## src/rtl/alu_ex_stage_if.sv

```systemverilog
// Upstream instruction handshake and downstream EX-result handshake of alu_ex_stage.
// master drives instructions and consumes results; slave is the execute stage.
interface alu_ex_stage_if #(
    parameter int WIDTH = 16,
    parameter int RD_W  = 3
);
    logic             in_valid;
    logic             in_ready;
    logic [3:0]       in_op;
    logic [WIDTH-1:0] in_a;
    logic [WIDTH-1:0] in_b;
    logic [WIDTH-1:0] in_imm;
    logic [RD_W-1:0]  in_rd;

    logic             out_valid;
    logic             out_ready;
    logic [WIDTH-1:0] out_result;
    logic [RD_W-1:0]  out_rd;
    logic             out_wb_en;
    logic             out_branch_taken;
    logic             out_illegal;

    modport master (
        output in_valid, in_op, in_a, in_b, in_imm, in_rd, out_ready,
        input  in_ready, out_valid, out_result, out_rd, out_wb_en,
               out_branch_taken, out_illegal
    );

    modport slave (
        input  in_valid, in_op, in_a, in_b, in_imm, in_rd, out_ready,
        output in_ready, out_valid, out_result, out_rd, out_wb_en,
               out_branch_taken, out_illegal
    );
endinterface

```

## src/rtl/alu_ex_stage.sv

```systemverilog
// Execute-stage issuer: decodes instructions onto an external combinational ALU and
// registers the result, branch decision and counters into a valid/ready output slot.
module alu_ex_stage #(
    parameter int WIDTH = 16,
    parameter int RD_W  = 3
) (
    input  logic             clk,
    input  logic             rst,
    alu_ex_stage_if.slave    bus,
    output logic [WIDTH-1:0] alu_data1,
    output logic [WIDTH-1:0] alu_data2,
    output logic [3:0]       alu_op,
    input  logic [WIDTH-1:0] alu_result,
    input  logic             alu_zero,
    input  logic             alu_lt,
    input  logic             alu_gt,
    output logic [15:0]      issue_count,
    output logic [15:0]      taken_count
);
    localparam logic [3:0] OP_ADD  = 4'd0;
    localparam logic [3:0] OP_SUB  = 4'd1;
    localparam logic [3:0] OP_AND  = 4'd2;
    localparam logic [3:0] OP_OR   = 4'd3;
    localparam logic [3:0] OP_XOR  = 4'd4;
    localparam logic [3:0] OP_ADDI = 4'd5;
    localparam logic [3:0] OP_BEQ  = 4'd6;
    localparam logic [3:0] OP_BNE  = 4'd7;
    localparam logic [3:0] OP_BLT  = 4'd8;
    localparam logic [3:0] OP_BGT  = 4'd9;
    localparam logic [3:0] OP_SLT  = 4'd10;

    localparam logic [3:0] ALU_ADD = 4'd0;
    localparam logic [3:0] ALU_SUB = 4'd1;

    logic             valid_q;
    logic [WIDTH-1:0] result_q;
    logic [RD_W-1:0]  rd_q;
    logic             wb_en_q;
    logic             taken_q;
    logic             illegal_q;
    logic [15:0]      issue_q;
    logic [15:0]      taken_cnt_q;

    logic             accept;
    logic             eq;
    logic             lt_q;
    logic             gt_q;
    logic [WIDTH-1:0] result_d;
    logic             wb_en_d;
    logic             taken_d;
    logic             illegal_d;

    assign bus.in_ready = !valid_q || bus.out_ready;
    assign accept       = bus.in_valid && bus.in_ready;

    always_comb begin
        alu_data1 = bus.in_a;
        alu_data2 = bus.in_b;
        alu_op    = ALU_ADD;
        case (bus.in_op)
            OP_ADD, OP_SUB, OP_AND, OP_OR, OP_XOR: alu_op = bus.in_op;
            OP_ADDI: alu_data2 = bus.in_imm;
            OP_BEQ, OP_BNE, OP_BLT, OP_BGT, OP_SLT: alu_op = ALU_SUB;
            default: alu_op = ALU_ADD;
        endcase
    end

    // The ALU leaves lt/gt stale on equal operands, so zero gates both.
    assign eq   = alu_zero;
    assign lt_q = alu_lt && !alu_zero;
    assign gt_q = alu_gt && !alu_zero;

    always_comb begin
        result_d  = alu_result;
        wb_en_d   = 1'b0;
        taken_d   = 1'b0;
        illegal_d = 1'b0;
        case (bus.in_op)
            OP_ADD, OP_SUB, OP_AND, OP_OR, OP_XOR, OP_ADDI: wb_en_d = 1'b1;
            OP_BEQ: taken_d = eq;
            OP_BNE: taken_d = !eq;
            OP_BLT: taken_d = lt_q;
            OP_BGT: taken_d = gt_q;
            OP_SLT: begin
                result_d = {{(WIDTH-1){1'b0}}, lt_q};
                wb_en_d  = 1'b1;
            end
            default: illegal_d = 1'b1;
        endcase
    end

    always_ff @(posedge clk) begin
        if (rst) begin
            valid_q     <= 1'b0;
            result_q    <= '0;
            rd_q        <= '0;
            wb_en_q     <= 1'b0;
            taken_q     <= 1'b0;
            illegal_q   <= 1'b0;
            issue_q     <= 16'd0;
            taken_cnt_q <= 16'd0;
        end else if (accept) begin
            valid_q   <= 1'b1;
            result_q  <= result_d;
            rd_q      <= bus.in_rd;
            wb_en_q   <= wb_en_d;
            taken_q   <= taken_d;
            illegal_q <= illegal_d;
            issue_q   <= issue_q + 16'd1;
            if (taken_d) begin
                taken_cnt_q <= taken_cnt_q + 16'd1;
            end
        end else if (bus.out_ready) begin
            valid_q <= 1'b0;
        end
    end

    assign bus.out_valid        = valid_q;
    assign bus.out_result       = result_q;
    assign bus.out_rd           = rd_q;
    assign bus.out_wb_en        = wb_en_q;
    assign bus.out_branch_taken = taken_q;
    assign bus.out_illegal      = illegal_q;
    assign issue_count          = issue_q;
    assign taken_count          = taken_cnt_q;
endmodule

```

## src/flat_wrapper.sv

```systemverilog
// flat-port wrapper written by rule: the top's interface ports become plain ports
module alu_ex_stage_flat 
#(
    parameter int WIDTH = 16,
    parameter int RD_W  = 3
)
  (clk, rst, alu_data1, alu_data2, alu_op, alu_result, alu_zero, alu_lt, alu_gt, issue_count, taken_count, bus_in_valid, bus_in_op, bus_in_a, bus_in_b, bus_in_imm, bus_in_rd, bus_out_ready, bus_in_ready, bus_out_valid, bus_out_result, bus_out_rd, bus_out_wb_en, bus_out_branch_taken, bus_out_illegal);
  alu_ex_stage_if #(.WIDTH(WIDTH), .RD_W(RD_W)) bus_i ();
  input  logic clk;
  input  logic rst;
  output logic [WIDTH-1:0] alu_data1;
  output logic [WIDTH-1:0] alu_data2;
  output logic [3:0] alu_op;
  input  logic [WIDTH-1:0] alu_result;
  input  logic alu_zero;
  input  logic alu_lt;
  input  logic alu_gt;
  output logic [15:0] issue_count;
  output logic [15:0] taken_count;
  input wire logic [$bits(bus_i.in_valid)-1:0] bus_in_valid;
  input wire logic [$bits(bus_i.in_op)-1:0] bus_in_op;
  input wire logic [$bits(bus_i.in_a)-1:0] bus_in_a;
  input wire logic [$bits(bus_i.in_b)-1:0] bus_in_b;
  input wire logic [$bits(bus_i.in_imm)-1:0] bus_in_imm;
  input wire logic [$bits(bus_i.in_rd)-1:0] bus_in_rd;
  input wire logic [$bits(bus_i.out_ready)-1:0] bus_out_ready;
  output wire logic [$bits(bus_i.in_ready)-1:0] bus_in_ready;
  output wire logic [$bits(bus_i.out_valid)-1:0] bus_out_valid;
  output wire logic [$bits(bus_i.out_result)-1:0] bus_out_result;
  output wire logic [$bits(bus_i.out_rd)-1:0] bus_out_rd;
  output wire logic [$bits(bus_i.out_wb_en)-1:0] bus_out_wb_en;
  output wire logic [$bits(bus_i.out_branch_taken)-1:0] bus_out_branch_taken;
  output wire logic [$bits(bus_i.out_illegal)-1:0] bus_out_illegal;
  assign bus_i.in_valid = bus_in_valid;
  assign bus_i.in_op = bus_in_op;
  assign bus_i.in_a = bus_in_a;
  assign bus_i.in_b = bus_in_b;
  assign bus_i.in_imm = bus_in_imm;
  assign bus_i.in_rd = bus_in_rd;
  assign bus_i.out_ready = bus_out_ready;
  assign bus_in_ready = bus_i.in_ready;
  assign bus_out_valid = bus_i.out_valid;
  assign bus_out_result = bus_i.out_result;
  assign bus_out_rd = bus_i.out_rd;
  assign bus_out_wb_en = bus_i.out_wb_en;
  assign bus_out_branch_taken = bus_i.out_branch_taken;
  assign bus_out_illegal = bus_i.out_illegal;
  alu_ex_stage #(.WIDTH(WIDTH), .RD_W(RD_W)) u_core (.clk(clk), .rst(rst), .bus(bus_i), .alu_data1(alu_data1), .alu_data2(alu_data2), .alu_op(alu_op), .alu_result(alu_result), .alu_zero(alu_zero), .alu_lt(alu_lt), .alu_gt(alu_gt), .issue_count(issue_count), .taken_count(taken_count));
endmodule
```

## config.mk

```make
export PLATFORM = sky130hd
export DESIGN_NAME = alu_ex_stage_flat
export DESIGN_NICKNAME = d
export VERILOG_FILES = /design/src/rtl/alu_ex_stage_if.sv /design/src/rtl/alu_ex_stage.sv /design/src/flat_wrapper.sv
export SDC_FILE = /design/constraint.sdc
export NUM_CORES = 1
export LEC_CHECK = 0
export CAP_MARGIN = 30
export CORE_MARGIN = 10
export CORE_UTILIZATION = 40
export CTS_CLUSTER_DIAMETER = 200
export DETAILED_ROUTE_END_ITERATION = 16
export PLACE_DENSITY = 0.86
export REMOVE_ABC_BUFFERS = 1
export SLEW_MARGIN = 20
export SYNTH_ARGS = -nofsm -noshare
export SYNTH_HDL_FRONTEND = slang
export SYNTH_SLANG_ARGS = --single-unit
```

## constraint.sdc

```tcl
create_clock -name clk -period 6.3 [get_ports clk]
set_clock_uncertainty 0.05 [all_clocks]
set_input_delay 1.26 -clock clk [delete_from_list [all_inputs] [get_ports clk]]
set_output_delay 1.26 -clock clk [all_outputs]
set_load 0.01 [all_outputs]
```

# --- Yosys cells after proc, flatten, opt, wreduce, memory -nomap -nowiden ---
# Cells that the tools add are included.
word_totals:
  ff_bits: 55
  word_cells: 41
  out_inout_bits: 92
  inputBits: 78
op_classes:
  eq_ne: 10
  muxes: 8
  n_addsub: 2
  reduce_logical: 13
op_table:
  columns: ["operator", "n"]
  rows:
  - ["16-bit by 1-bit adder with 16-bit output, second input constant", 2]
  - ["16-bit two-way mux", 2]
  - ["4-bit by 3-bit equality test with 1-bit output, second input constant", 4]
  - ["4-bit equality test, second input constant", 3]
  - ["11-bit OR reduction", 1]
  - ["5-bit OR reduction", 2]
  - ["4-bit by 2-bit equality test with 1-bit output, second input constant", 2]
  - ["4-bit case mux with 2 select lines", 1]
  - ["7-bit OR reduction", 1]
  - ["4-bit by 1-bit equality test with 1-bit output, second input constant", 1]
  - ["4-bit logical NOT", 1]
  - ["1-bit two-way mux", 4]
  - ["1-bit case mux with 4 select lines", 1]
  - ["1-bit logical AND", 3]
  - ["1-bit logical NOT", 2]
  - ["2-bit AND reduction", 1]
  - ["2-bit nonzero test", 1]
  - ["1-bit logical OR", 1]

# --- Logic depth before layout (Yosys ltp) ---
logic_depth:
  word_depth: 4
  ltp_mapped: 7
  depth_no_buf: 4

# --- Worst setup path before layout ---
# Ideal clock, no wire load.
synth_path:
  path_type: "input to output"
  start: "input bus_in_op[0]"
  end: "output alu_data2[10]"
  arrival_time_ps: 2450
  required_time_ps: 4990
  path_slack_ps: 2540
  cell_stages: 4
  path_buffers: 2
  path_cell_list: "buf_2 > nor3b_2 > buf_2 > mux2_2"
synth_via:
  elab_chain_len: 2
synth_lines:
  columns: ["item", "line", "source"]
  rows:
  - ["from (decl)", "flat_wrapper.sv:21", "input wire logic [$bits(bus_i.in_op)-1:0] bus_in_op;"]
  - ["4-bit by 3-bit equality test with 1-bit output", "alu_ex_stage.sv:60", "case (bus.in_op)"]
  - ["16-bit two-way mux", "alu_ex_stage.sv:60", null]
  - ["to (decl)", "flat_wrapper.sv:12", "output logic [WIDTH-1:0] alu_data2;"]
# No other way between the ends.

# --- Worst setup path after layout ---
layout_path:
  start: "input bus_in_op[2]"
  end: "output alu_data2[6]"
# Same word-level chain as after synthesis.

==> reports/qor_table.md <==
| Result | Reported |
|:---|:---|
| Status | completed |
| Final Total Pwr | 0.772 mW |
| Most frequent standard cell in the layout excluding fill and tap cells | sky130_fd_sc_hd__clkdlybuf4s50_1 |
| Die X-Extent | 103 µm |
| Routed Antenna Nets | 0 |
| Initial drt markers | 99 |
| Launching element type of the critical path | input pin |
| Reg clk slew, reported paths | 90 ps |
| Slew @ Worst Pin | 611 ps |
| Storage cell area | 1100 µm² |
| Cell area after synthesis | 2770 µm² |
| Critical-path top delay cell | sky130_fd_sc_hd__clkdlybuf4s50_1 |
| Kind of cell adding the most delay to the critical path | buffers and inverters |
| Average footprint of a synthesized cell | 8.66 µm² |
| Chain of cells forming the critical path | clkdlybuf4s50_1, nand2_1, nor3b_2, buf_6, mux2_2, clkdlybuf4s50_1 |
| Clock net sink count | 55 |
| Post-cts repair resize count | 0 |
| Total Neg Setup Slack | 0 ps |
| Reg-to-Reg Start | u_core.bus.out_valid |
| Number of instances in the synthesized netlist | 320 |
| Multi-input logic area | 1420 µm² |
| Setup repair after global routing missed its margin | false |
| Antenna fix cells | 0 |
| Largest net degree at the start of global routing | 33 |
| Global-route wire length before repair | 14,300 µm |
| Number of antenna violations at the first check in global routing | 0 |
| Final period util | 0.782 |
| Total CTS buffers | 5 |
| CTS tree | yes |
| Final setup fails | 0 |
| Initial Util | 0.410 |
| Fmax achieved | 203 MHz |
| Std-Cell Rows | 30 |
| Fraction of final layout cells sized beyond drive strength 1 | 0.0699 |
| Count of buffer and inverter cells on the critical path | 3 |
| Commonest cells after routing, fill and taps aside | sky130_fd_sc_hd__clkdlybuf4s50_1, sky130_fd_sc_hd__dfxtp_1, sky130_fd_sc_hd__nor2_1 |
| Largest incremental delay on the critical path | 590 ps |
| Clock tree root driver cell | sky130_fd_sc_hd__clkbuf_8 |
| Aggregate global routing overflow | 0 |
| Total Die Area | 10,700 µm² |
| Reported leakage power | 1.46 nW |
| Startpoint-to-endpoint class of the critical path | input pin to primary output |
| # Post-CTS Setup Buffers | 0 |
| Flop2flop setup slack | 4300 ps |
| Dpl ws | 1410 ps |
| Count of unresolved DRC violations after routing | 0 |
| Highest net fanout along the worst path | 10 |
| Shortest period the worst path allows | 4930 ps |
| Vias in the first global route | 2,650 |
| Final setup margin | 1370 ps |
| DP HPWL | 7420 µm |
| Clock insertion delay at the later pin of the skew report | 300 ps |
| Core region area | 6760 µm² |
| Final weighted congestion in routability-driven placement | 0.787 |
| Area growth from synthesis to layout | 50.9% |
| Vias | 2,752 |
| Number of max-cap violations | 0 |
| Fraction of the yosys area taken by sequential cells | 0.397 |
| Routed wire length | 9420 µm |
| First-pass iteration count of the detailed router | 4 |
| Hold Slack | 412 ps |
| Maximum clock insertion buffer count | 2 |
| Startpoint of the tightest hold check path | u_core.bus.out_rd[1] |
| Number of fill cells | 592 |
| WL/cell | 18.5 µm |
| Area of all placed cells without fillers | 4180 µm² |
| Arrival time of the worst setup path | 3620 ps |
| Number of port buffers | 136 |
| Count of final hold-check violations | 0 |
| Ys Warns | 0 |
| CTS H-tree depth | 2 |
| Critical path's most frequent cell | sky130_fd_sc_hd__clkdlybuf4s50_1 |
| Worst setup path start | bus_in_op[2] |
| Register bit count reported by yosys | 55 |
| GR Util All Layers | 0.171 |
| Headroom to the max-slew limit | 0.592 |
| Worst EP required | 4990 ps |
| Worst hold-check path type | register to register |
| Worst-case vdd ir drop | 0.131 mV |
| Nets@finish | 508 |
| Via count normalized by instance count | 5.41 |
| Die Height | 103 µm |
| Number of hold buffers added after cts | 0 |
| Areal power density over the cells | 185 nW/µm² |
| Total count of max-transition violations in the final report | 0 |
| Count of unique library cells instantiated by Yosys | 40 |
| Placed Area | 4050 µm² |
| Number of top-level pins | 170 |
| Capturing element type of the critical path | primary output |
layer usage:
| layer | vias up | track usage | wire [µm] |
|---|---|---|---|
| li1 | 1353 | - | - |
| met1 | 1291 | 0.188 | 3670 |
| met2 | 100 | 0.268 | 4440 |
| met3 | 6 | 0.117 | 1210 |
| met4 | 2 | 0.0278 | 51 |
| met5 | - | 0.0459 | 59 |
cells by family (layout without fill, tap and decap cells):
| logic type | after synthesis | in the layout | share of synthesized area |
|---|---|---|---|
| muxes | 25 | 25 | 0.101 |
| DFF | 55 | 55 | 0.397 |
| AOI/OAI and AO/OA | 65 | 65 | 0.146 |
| xor gates and xnor gates | 6 | 6 | 0.0190 |
| adders and majority gates | 2 | 2 | 0.00903 |
| other | 1 | 1 | 0.00135 |
| buffers and inverters | 44 | 153 | 0.0890 |
| and+or+nand+nor | 122 | 122 | 0.237 |
worst paths after layout:
check | to | depth (start not counted)
worst max register to register | u_core.taken_count[15] | 4
worst min register to register | u_core.bus.out_rd[1] | 2
worst min-delay path | u_core.bus.out_rd[1] | 2
worst max-delay path | alu_data2[6] | 6
synthesized netlist by cell type:
| library cell | number | share of area |
|---|---|---|
| sky130_fd_sc_hd__ha_1 | 2 | 0.0090 |
| sky130_fd_sc_hd__buf_2 | 2 | 0.0036 |
| sky130_fd_sc_hd__nor4_1 | 7 | 0.016 |
| sky130_fd_sc_hd__nand4bb_1 | 1 | 0.0041 |
| sky130_fd_sc_hd__nor3b_1 | 1 | 0.0027 |
| sky130_fd_sc_hd__inv_1 | 6 | 0.0081 |
| sky130_fd_sc_hd__nand4_1 | 7 | 0.016 |
| sky130_fd_sc_hd__buf_1 | 4 | 0.0054 |
| sky130_fd_sc_hd__a22oi_1 | 15 | 0.041 |
| sky130_fd_sc_hd__nand2b_1 | 2 | 0.0045 |
| sky130_fd_sc_hd__and2_1 | 2 | 0.0045 |
| sky130_fd_sc_hd__buf_4 | 17 | 0.046 |
| sky130_fd_sc_hd__or4b_1 | 1 | 0.0036 |
| sky130_fd_sc_hd__xnor2_1 | 3 | 0.0095 |
| sky130_fd_sc_hd__a211oi_1 | 1 | 0.0027 |
| sky130_fd_sc_hd__o21ai_0 | 8 | 0.014 |
| sky130_fd_sc_hd__and3_1 | 3 | 0.0068 |
| sky130_fd_sc_hd__nor2b_1 | 8 | 0.018 |
| sky130_fd_sc_hd__dfxtp_1 | 55 | 0.40 |
| sky130_fd_sc_hd__mux2_1 | 7 | 0.028 |
| sky130_fd_sc_hd__nor3b_2 | 1 | 0.0045 |
| sky130_fd_sc_hd__a21o_1 | 1 | 0.0027 |
| sky130_fd_sc_hd__clkbuf_1 | 13 | 0.018 |
| sky130_fd_sc_hd__o31ai_1 | 12 | 0.033 |
| sky130_fd_sc_hd__conb_1 | 1 | 0.0014 |
| sky130_fd_sc_hd__nor2_1 | 29 | 0.039 |
| sky130_fd_sc_hd__a21oi_1 | 27 | 0.049 |
| sky130_fd_sc_hd__nand3b_1 | 1 | 0.0027 |
| sky130_fd_sc_hd__or3_1 | 6 | 0.014 |
| sky130_fd_sc_hd__o32a_2 | 1 | 0.0041 |
| sky130_fd_sc_hd__or4_1 | 11 | 0.030 |
| sky130_fd_sc_hd__mux2_2 | 17 | 0.069 |
| sky130_fd_sc_hd__and4_1 | 3 | 0.0095 |
| sky130_fd_sc_hd__xor2_1 | 3 | 0.0095 |
| sky130_fd_sc_hd__nand2_1 | 22 | 0.030 |
| sky130_fd_sc_hd__mux2i_1 | 1 | 0.0036 |
| sky130_fd_sc_hd__nand3_1 | 13 | 0.023 |
| sky130_fd_sc_hd__nor3_1 | 3 | 0.0054 |
| sky130_fd_sc_hd__buf_6 | 2 | 0.0081 |
| sky130_fd_sc_hd__nor4b_1 | 1 | 0.0032 |
worst min-delay path, cell delays in order (launching register included):
cell	delay, ps
sky130_fd_sc_hd__dfxtp_1	320
sky130_fd_sc_hd__nand2_1	50
sky130_fd_sc_hd__a21oi_1	50
layout make-up:
cell class,instances,area share
clock buffers,6,0.0174
multi-input cells,221,0.340
repair buffers,139,0.335
clock inverters,2,0.0144
flip-flops and latches,55,0.263
well taps,80,0.0239
inverters,6,0.00539
state kept, by name (all words and copies together) (netlist names):
signal and count:
u_core.bus.out_valid 1, u_core.taken_count 16, u_core.issue_count 16, u_core.bus.out_rd 3, u_core.bus.out_wb_en 1, u_core.bus.out_illegal 1
u_core.bus.out_result 16, u_core.bus.out_branch_taken 1
report_power, final:
part	switching (mW)	total (mW)	internal (mW)
combinational	0.0560	0.138	0.0820
clock	0.112	0.271	0.159
sequential	0.00582	0.363	0.358
total	0.174	0.772	0.599
through the flow:
step / util / std cells
finish: 0.619 / 509
global route: 0.619 / 509
CTS: 0.619 / 509
detailed placement: 0.599 / 501
global placement: 0.592 / 498
floorplan: - / 282
(Power assumes the default switching activity.)
